## config.mk

```make
export PLATFORM = sky130hd
export DESIGN_NAME = fifo_sync_ctrl
export DESIGN_NICKNAME = d
export VERILOG_FILES = /design/src/rtl/fifo_pkg.sv /design/src/rtl/fifo_ptr.sv /design/src/rtl/fifo_sync_ctrl.sv
export SDC_FILE = /design/constraint.sdc
export NUM_CORES = 1
export LEC_CHECK = 0
export BUFFER_PORTS_ARGS = -buffer_cell sky130_fd_sc_hd__buf_2
export CORE_ASPECT_RATIO = 1.2
export CORE_MARGIN = 8
export CORE_UTILIZATION = 46
export CTS_CLUSTER_DIAMETER = 150
export DETAILED_ROUTE_END_ITERATION = 12
export HOLD_SLACK_MARGIN = 0.03
export MAX_ROUTING_LAYER = met4
export PLACE_DENSITY = 0.74
export SYNTH_ARGS = -nofsm -noshare
export SYNTH_HDL_FRONTEND = slang
export SYNTH_HIERARCHICAL = 1
export SYNTH_SLANG_ARGS = --single-unit
```

## constraint.sdc

```tcl
create_clock -name clk -period 2.16 [get_ports clk]
set_clock_uncertainty 0.05 [all_clocks]
set_input_delay 0.432 -clock clk [delete_from_list [all_inputs] [get_ports clk]]
set_output_delay 0.432 -clock clk [all_outputs]
set_load 0.01 [all_outputs]
```

## src/rtl/fifo_pkg.sv

```systemverilog
// rtl/fifo_pkg.sv - shared state encodings for the FIFO controller family
package fifo_pkg;

  // Occupancy state of the sequencer; the full/empty flags decode directly from it
  typedef enum logic [1:0] {
    ST_EMPTY  = 2'd0,
    ST_ACTIVE = 2'd1,
    ST_FULL   = 2'd2
  } fifo_state_e;

endpackage

```

## src/rtl/fifo_ptr.sv

```systemverilog
// rtl/fifo_ptr.sv - wrap-bit pointer counter used for the FIFO write and read sides
module fifo_ptr #(
  parameter int FIFO_DEPTH_BIT = 4
) (
  input  logic                    clk,
  input  logic                    rst_n,
  input  logic                    inc,
  output logic [FIFO_DEPTH_BIT:0] ptr
);

  localparam logic [FIFO_DEPTH_BIT:0] PTR_ONE = (FIFO_DEPTH_BIT + 1)'(1);

  logic [FIFO_DEPTH_BIT:0] ptr_q;
  logic [FIFO_DEPTH_BIT:0] ptr_d;

  // Advance by one per accepted op; binary rollover wraps 2*DEPTH-1 back to 0
  always_comb begin
    ptr_d = ptr_q;
    if (inc) begin
      ptr_d = ptr_q + PTR_ONE;
    end
  end

  // Pointer register, cleared on reset
  always_ff @(posedge clk or negedge rst_n) begin
    if (!rst_n) begin
      ptr_q <= '0;
    end else begin
      ptr_q <= ptr_d;
    end
  end

  assign ptr = ptr_q;

endmodule

```

## src/rtl/fifo_sync_ctrl.sv

```systemverilog
// rtl/fifo_sync_ctrl.sv - single-clock FIFO sequencer for a dual-port RAM; FIFO_ALMOST_FLAGS_EN adds almost_full/almost_empty
module fifo_sync_ctrl
  import fifo_pkg::*;
#(
  parameter int FIFO_DEPTH     = 16,
  parameter int FIFO_DEPTH_BIT = 4
`ifdef FIFO_ALMOST_FLAGS_EN
  ,
  parameter int AFULL_TH       = 12,
  parameter int AEMPTY_TH      = 2
`endif
) (
  input  logic                    clk,
  input  logic                    rst_n,
  input  logic                    push,
  input  logic                    pop,
  input  logic                    err_clr,
  output logic                    w_en,
  output logic                    r_en,
  output logic [FIFO_DEPTH_BIT-1:0] write_addr,
  output logic [FIFO_DEPTH_BIT-1:0] read_addr,
  output logic                    flag_full,
  output logic                    flag_empty,
  output logic [FIFO_DEPTH_BIT:0] fifo_count,
  output logic                    rd_valid,
  output logic                    overflow,
  output logic                    underflow
`ifdef FIFO_ALMOST_FLAGS_EN
  ,
  output logic                    almost_full,
  output logic                    almost_empty
`endif
);

  localparam logic [FIFO_DEPTH_BIT:0] CNT_ONE   = (FIFO_DEPTH_BIT + 1)'(1);
  localparam logic [FIFO_DEPTH_BIT:0] CNT_LAST  = (FIFO_DEPTH_BIT + 1)'(FIFO_DEPTH - 1);
`ifdef FIFO_ALMOST_FLAGS_EN
  localparam logic [FIFO_DEPTH_BIT:0] CNT_AFULL = (FIFO_DEPTH_BIT + 1)'(AFULL_TH);
  localparam logic [FIFO_DEPTH_BIT:0] CNT_AEMPT = (FIFO_DEPTH_BIT + 1)'(AEMPTY_TH);
  logic almost_full_q, almost_full_d;
  logic almost_empty_q, almost_empty_d;
`endif

  fifo_state_e             state_q, state_d;
  logic [FIFO_DEPTH_BIT:0] count_q, count_d;
  logic                    rd_valid_q, rd_valid_d;
  logic                    overflow_q, overflow_d;
  logic                    underflow_q, underflow_d;
  logic [FIFO_DEPTH_BIT:0] wr_ptr, rd_ptr;
  logic                    push_ok, pop_ok;

  assign flag_full  = (state_q == ST_FULL);
  assign flag_empty = (state_q == ST_EMPTY);

  // A push into a full FIFO is still accepted when a pop frees a slot in the same cycle;
  // a pop on empty is never accepted, so there is no write-to-read bypass
  assign push_ok = push & (~flag_full | pop);
  assign pop_ok  = pop & ~flag_empty;

  fifo_ptr #(.FIFO_DEPTH_BIT(FIFO_DEPTH_BIT)) u_wr_ptr (
    .clk  (clk),
    .rst_n(rst_n),
    .inc  (push_ok),
    .ptr  (wr_ptr)
  );

  fifo_ptr #(.FIFO_DEPTH_BIT(FIFO_DEPTH_BIT)) u_rd_ptr (
    .clk  (clk),
    .rst_n(rst_n),
    .inc  (pop_ok),
    .ptr  (rd_ptr)
  );

  // Next occupancy, state, strobes and sticky errors; an error set beats err_clr
  always_comb begin
    state_d = state_q;
    case (state_q)
      ST_EMPTY: begin
        if (push_ok) state_d = ST_ACTIVE;
      end
      ST_ACTIVE: begin
        if (push_ok && !pop_ok && count_q == CNT_LAST) begin
          state_d = ST_FULL;
        end else if (pop_ok && !push_ok && count_q == CNT_ONE) begin
          state_d = ST_EMPTY;
        end
      end
      ST_FULL: begin
        if (pop_ok && !push_ok) state_d = ST_ACTIVE;
      end
      default: state_d = ST_EMPTY;
    endcase

    count_d = count_q;
    if (push_ok && !pop_ok) begin
      count_d = count_q + CNT_ONE;
    end else if (pop_ok && !push_ok) begin
      count_d = count_q - CNT_ONE;
    end

    rd_valid_d = pop_ok;

    overflow_d = overflow_q;
    if (push && !push_ok) begin
      overflow_d = 1'b1;
    end else if (err_clr) begin
      overflow_d = 1'b0;
    end

    underflow_d = underflow_q;
    if (pop && flag_empty) begin
      underflow_d = 1'b1;
    end else if (err_clr) begin
      underflow_d = 1'b0;
    end

`ifdef FIFO_ALMOST_FLAGS_EN
    almost_full_d  = (count_d >= CNT_AFULL);
    almost_empty_d = (count_d <= CNT_AEMPT);
`endif
  end

  // Controller registers; reset discards all contents and returns to EMPTY
  always_ff @(posedge clk or negedge rst_n) begin
    if (!rst_n) begin
      state_q        <= ST_EMPTY;
      count_q        <= '0;
      rd_valid_q     <= 1'b0;
      overflow_q     <= 1'b0;
      underflow_q    <= 1'b0;
`ifdef FIFO_ALMOST_FLAGS_EN
      almost_full_q  <= 1'b0;
      almost_empty_q <= 1'b1;
`endif
    end else begin
      state_q        <= state_d;
      count_q        <= count_d;
      rd_valid_q     <= rd_valid_d;
      overflow_q     <= overflow_d;
      underflow_q    <= underflow_d;
`ifdef FIFO_ALMOST_FLAGS_EN
      almost_full_q  <= almost_full_d;
      almost_empty_q <= almost_empty_d;
`endif
    end
  end

  // Occupancy must always equal the modular distance between the two pointers
  assert property (@(posedge clk) disable iff (!rst_n) count_q == wr_ptr - rd_ptr);

  assign w_en       = push_ok;
  assign r_en       = pop_ok;
  assign write_addr = wr_ptr[FIFO_DEPTH_BIT-1:0];
  assign read_addr  = rd_ptr[FIFO_DEPTH_BIT-1:0];
  assign fifo_count = count_q;
  assign rd_valid   = rd_valid_q;
  assign overflow   = overflow_q;
  assign underflow  = underflow_q;
`ifdef FIFO_ALMOST_FLAGS_EN
  assign almost_full  = almost_full_q;
  assign almost_empty = almost_empty_q;
`endif

endmodule

```

# After elaboration in Yosys (flattened, before gate mapping)
# Index checks and enable logic that the tools add are counted.
# Widths: inputs -> output; s select.
[totals] register_bits=20 wordCells=46
[classes] reduce_logical=13 mux=10 eq_ne=7 bitwise_logic=5 n_addsub=4
[op_table] operator="$add 5x1->5 const B" count=3
[op_table] operator="$mux 5" count=2
[op_table] operator="$mux 2" count=4
[op_table] operator="$logic_and 1x1->1" count=6
[op_table] operator="$pmux 2 s3" count=1
[op_table] operator="$reduce_bool 2->1" count=3
[op_table] operator="$eq 5x1->1 const B" count=1
[op_table] operator="$eq 5x4->1 const B" count=1
[op_table] operator="$sub 5x1->5 const B" count=1
[op_table] operator="$ne 2x1->1 const B" count=2
[op_table] operator="$mux 1" count=3
[op_table] operator="$ne 3x3->1 const B" count=1
[op_table] operator="$reduce_and 3->1" count=1
[op_table] operator="$and 1x1->1" count=2
[op_table] operator="$eq 2x1->1 const B" count=1
[op_table] operator="$eq 2x2->1 const B" count=1
[op_table] operator="$logic_not 1->1" count=2
[op_table] operator="$logic_not 2->1" count=1
[op_table] operator="$not 1->1" count=2
[op_table] operator="$or 1x1->1" count=1

# Depth between registers and ports, before layout
[logic_depth] depth_word=10 depth_mapped=8

# Cells and area by module
# Netlist, hierarchy kept.
[modules_own_cells] module="fifo_sync_ctrl" area_each_um2=575.6 cells_each=57 instances=1
[modules_own_cells] module="fifo_ptr" area_each_um2=200.2 cells_each=14 instances=2

# Least setup slack after synthesis
# Ideal clock, no wire load.
[synth_path] path_type="register -> register" start="register state_q[0]" end="register count_q[3], in the netlist fifo_count[3]" synth_period_minus_slack_ns=2.079 t_arrival_ns=1.950 slack_ns=0.081 path_stages_with_launch=9 path_buffers=1 setup_time_ns=0.079 path_cell_list="dfrtp_1 nand2b_1 o21ai_1 inv_1 ha_1 buf_2 or4_1 a21oi_2 xor2_1"
[synth_between] elab_chain_cells=7
[synth_lines] item="from (decl)" line_no="fifo_sync_ctrl.sv:44" rtl="fifo_state_e state_q, state_d;"
[synth_lines] item="from (signal assigned)" line_no="fifo_sync_ctrl.sv:136" rtl="state_q <= state_d;"
[synth_lines] item="$eq 2x2->1 *" line_no="fifo_sync_ctrl.sv:52" rtl="assign flag_full = (state_q == ST_FULL);"
[synth_lines] item="$not 1->1 *" line_no="fifo_sync_ctrl.sv:57" rtl="assign push_ok = push & (~flag_full | pop);"
[synth_lines] item="$or 1x1->1 *" line_no="fifo_sync_ctrl.sv:57"
[synth_lines] item="$and 1x1->1 *" line_no="fifo_sync_ctrl.sv:57"
[synth_lines] item="named net w_en" line_no="fifo_sync_ctrl.sv:18" rtl="output logic w_en,"
[synth_lines] item="$logic_not 1->1" line_no="fifo_sync_ctrl.sv:97" rtl="end else if (pop_ok && !push_ok) begin"
[synth_lines] item="$logic_and 1x1->1" line_no="fifo_sync_ctrl.sv:97"
[synth_lines] item="$reduce_bool 2->1 (no source line)"
[synth_lines] item="to (signal assigned)" line_no="fifo_sync_ctrl.sv:137" rtl="count_q <= count_d;"
[synth_lines] item="to (decl)" line_no="fifo_sync_ctrl.sv:45" rtl="logic [FIFO_DEPTH_BIT:0] count_q, count_d;"
# Mark *: on every way through the listed nets, which the timed path passes. The rest lies on a longest branch.
# A chain may end at the register's enable or synchronous reset.

# Worst setup path in the final report
[layout_path] start="register state_q[0]" end="register count_q[3], in the netlist fifo_count[3]"
[layout_between] elab_chain_cells=7
[layout_lines] item="$eq 2x2->1" line_no="fifo_sync_ctrl.sv:52"
[layout_lines] item="$not 1->1" line_no="fifo_sync_ctrl.sv:57"
[layout_lines] item="$or 1x1->1" line_no="fifo_sync_ctrl.sv:57"
[layout_lines] item="$and 1x1->1" line_no="fifo_sync_ctrl.sv:57"
[layout_lines] item="$logic_not 1->1" line_no="fifo_sync_ctrl.sv:97"
[layout_lines] item="$logic_and 1x1->1" line_no="fifo_sync_ctrl.sv:97"
[layout_lines] item="$reduce_bool 2->1 (no source line)"
# Several ways; a longest one is shown, not always the timed one.

==> results_dict.tcl <==
set metrics [dict create \
    path_depth 7 \
    max_slew.worst_pin.slew_ns 0.381 \
    dp.cells 121 \
    rr_worst_depth 7 \
    core_sq_mm 0.00183 \
    vias_per_cell 5.31 \
    clkSinkCount 18 \
    clockPowerShare_pct 13.7 \
    cts_tree "built" \
    min_from "push" \
    rr_endpoint "fifo_count[3]" \
    grt-ovfl-total 0 \
    status "complete, no violations" \
    maxSlewViolCount 0 \
    cpPeakStageDelay_ns 0.42 \
    cts_htree_levels 1 \
    die-height_um 64.3 \
    worstPathMaxFanout 6 \
    hold_viol 0 \
    layout.nets 123 \
    crit_required_ns 2.32 \
    max_freq_mhz 500 \
    rsz0062_at_grt "false" \
    p_leak_nw 0.570 \
    worst_setup_path_end_kind "flop" \
    crit_path_end "fifo_count[3]" \
    drc_errors 0 \
    drive_above_1_share_pct 33.0 \
    p_int_w 0.000908 \
    grt_usage_pct 10.5 \
    hold_path.class "in2reg" \
    cp_data_arrival_time_ns 2.17 \
    r2r-start "state_q[0]" \
    detail_route.wl_per_cell_um 14.4 \
    hpwl_mm 1.40 \
    synth.avg_cell_area_sq_um 11.3 \
    powerDensity_mw_per_mm2 1350 \
    clock_latency_ns 0.28 \
    antenna_cells 0 \
    period_minus_slack_ns 2.00 \
    first_pass_iters 2 \
    std_cell_rows 17 \
    p_sw_w 0.000587 \
    grt_start_max_net_pins 19 \
    synth_warnings 6 \
    setup_violations 0 \
    numPortBuffers 24 \
    grt_pass1_vias 697 \
    grt_pass1_wl_mm 3.14 \
    timing.final.crit_share_pct 92.6 \
    setup.worst_path.class "reg2reg" \
    syn_area_sq_um 896 \
    ios 25 \
    drt-initial-drc-count 6 \
    gp_congestion 0.767 \
    antenna_left 0 \
    die_area_sq_mm 0.00362 \
    floorplan.initialDensity_pct 49.0 \
    clk_transition_reported_paths_ns 0.10 \
    fin_tns_setup_ns 0 \
    synth_nets 92 \
    p_sw_share_pct 39.3 \
    critPathBufInv 1 \
    p_comb_share_pct 43.0 \
    chipWidth_um 56.3 \
    max_slew_margin_pct 74.6 \
    maxCapViolations 0 \
    synth_cells 79 \
    cts_max_path_buffers 2 \
    seqPwrFrac_pct 43.3 \
    ctsRootBufferMaster "clkbuf_4" \
    crit_chain "nand2b_2 -> o21ai_2 -> inv_1 -> ha_1 -> or4_1 -> a21oi_2 -> xor2_1" \
    dp_slack_ns 0.120 \
    antenna_found_initial 0 \
    final_cells 128 \
    fin_ws_ns 0.159 \
    cp-startpoint "state_q[0]" \
    numCtsBuffers 3 \
    drt-total-wl_mm 1.84 \
    area_growth_pct 23.3 \
    ir_drop_v 0.000703 \
    crit_family "simple AND/OR/NAND/NOR gates" \
    cpMaxStageDelayCell "dfrtp_1" \
    critPathLaunchType "flop" \
    vias 680 \
    reg2reg_setup_slack_ns 0.16 \
]
## worst min-delay path by stage
stage / end / cells after the start / slack [ns]
after floorplan: fifo_count[0] / 0 / 0.09
after global placement: overflow / 1 / 0.33
after detailed placement: underflow / 1 / 0.33
after CTS: overflow / 2 / 0.35
after global routing: underflow / 2 / 0.36
final: overflow / 2 / 0.36
## layout make-up
| class | instances | area, sq um |
|---|---|---|
| clock buffers | 4 | 36.3 |
| fillers | 160 | 724 |
| inverters | 7 | 26.3 |
| multi-input cells | 52 | 415 |
| flip-flops and latches | 18 | 450 |
| well taps | 19 | 23.8 |
| repair buffers | 28 | 153 |
## cell usage in the layout, fill, tap and decap left out, types with 2 or more instances in the layout
| cell type | instances |
|---|---|
| o22ai_1 | 2 |
| a22o_1 | 2 |
| buf_2 | 24 |
| buf_4 | 3 |
| o21ai_1 | 3 |
| nand2_1 | 4 |
| nand4_1 | 3 |
| clkbuf_4 | 3 |
| xnor2_1 | 5 |
| nor3b_1 | 2 |
| mux2_2 | 2 |
| dfrtp_1 | 18 |
| xor2_1 | 5 |
| mux2i_1 | 3 |
| inv_1 | 7 |
| ha_1 | 8 |
| nor2_1 | 4 |
## power by group through the flow
stage | registers (W) | logic [W] | clock network, W
2_1_floorplan | 0.000695 | 0.000333 | 0
3_3_place_gp | 0.000645 | 0.000605 | 0
3_5_place_dp | 0.000660 | 0.000631 | 0
4_1_cts | 0.000654 | 0.000636 | 0.000207
5_1_grt | 0.000673 | 0.000730 | 0.000224
6_report | 0.000647 | 0.000643 | 0.000204
## through the flow
stage | power, W | hold slack [ns] | utilization, % | instance area, sq um
CTS | 0.00150 | 0.348 | 59.2 | 1080
global placement | 0.00125 | 0.332 | 56.7 | 1040
detailed placement | 0.00129 | 0.330 | 56.7 | 1040
floorplan | 0.00103 | 0.0864 | - | 896
finish | 0.00149 | 0.359 | 60.4 | 1100
global route | 0.00163 | 0.364 | 60.4 | 1100
## state kept, by name, summed over array words and instances (netlist names)
name          cells
u_wr_ptr/ptr      4
u_rd_ptr/ptr      4
overflow          1
underflow         1
state_q           2
fifo_count        5
rd_valid          1
## repair_timing
item	CTS	global route
gates resized for setup	0	2
endpoints found under the hold margin	18	0
setup buffers	0	2
hold buffers	1	0
setup endpoints to repair	0	1
## layer usage
metal,global-route usage [%],wire (um),vias up
met4,2.71,16,0
met2,17.4,899,19
met5,-,0,-
met1,11.3,781,330
li1,-,-,329
met3,4.55,140,2
Note: power is estimated with default switching activity, not from simulation.
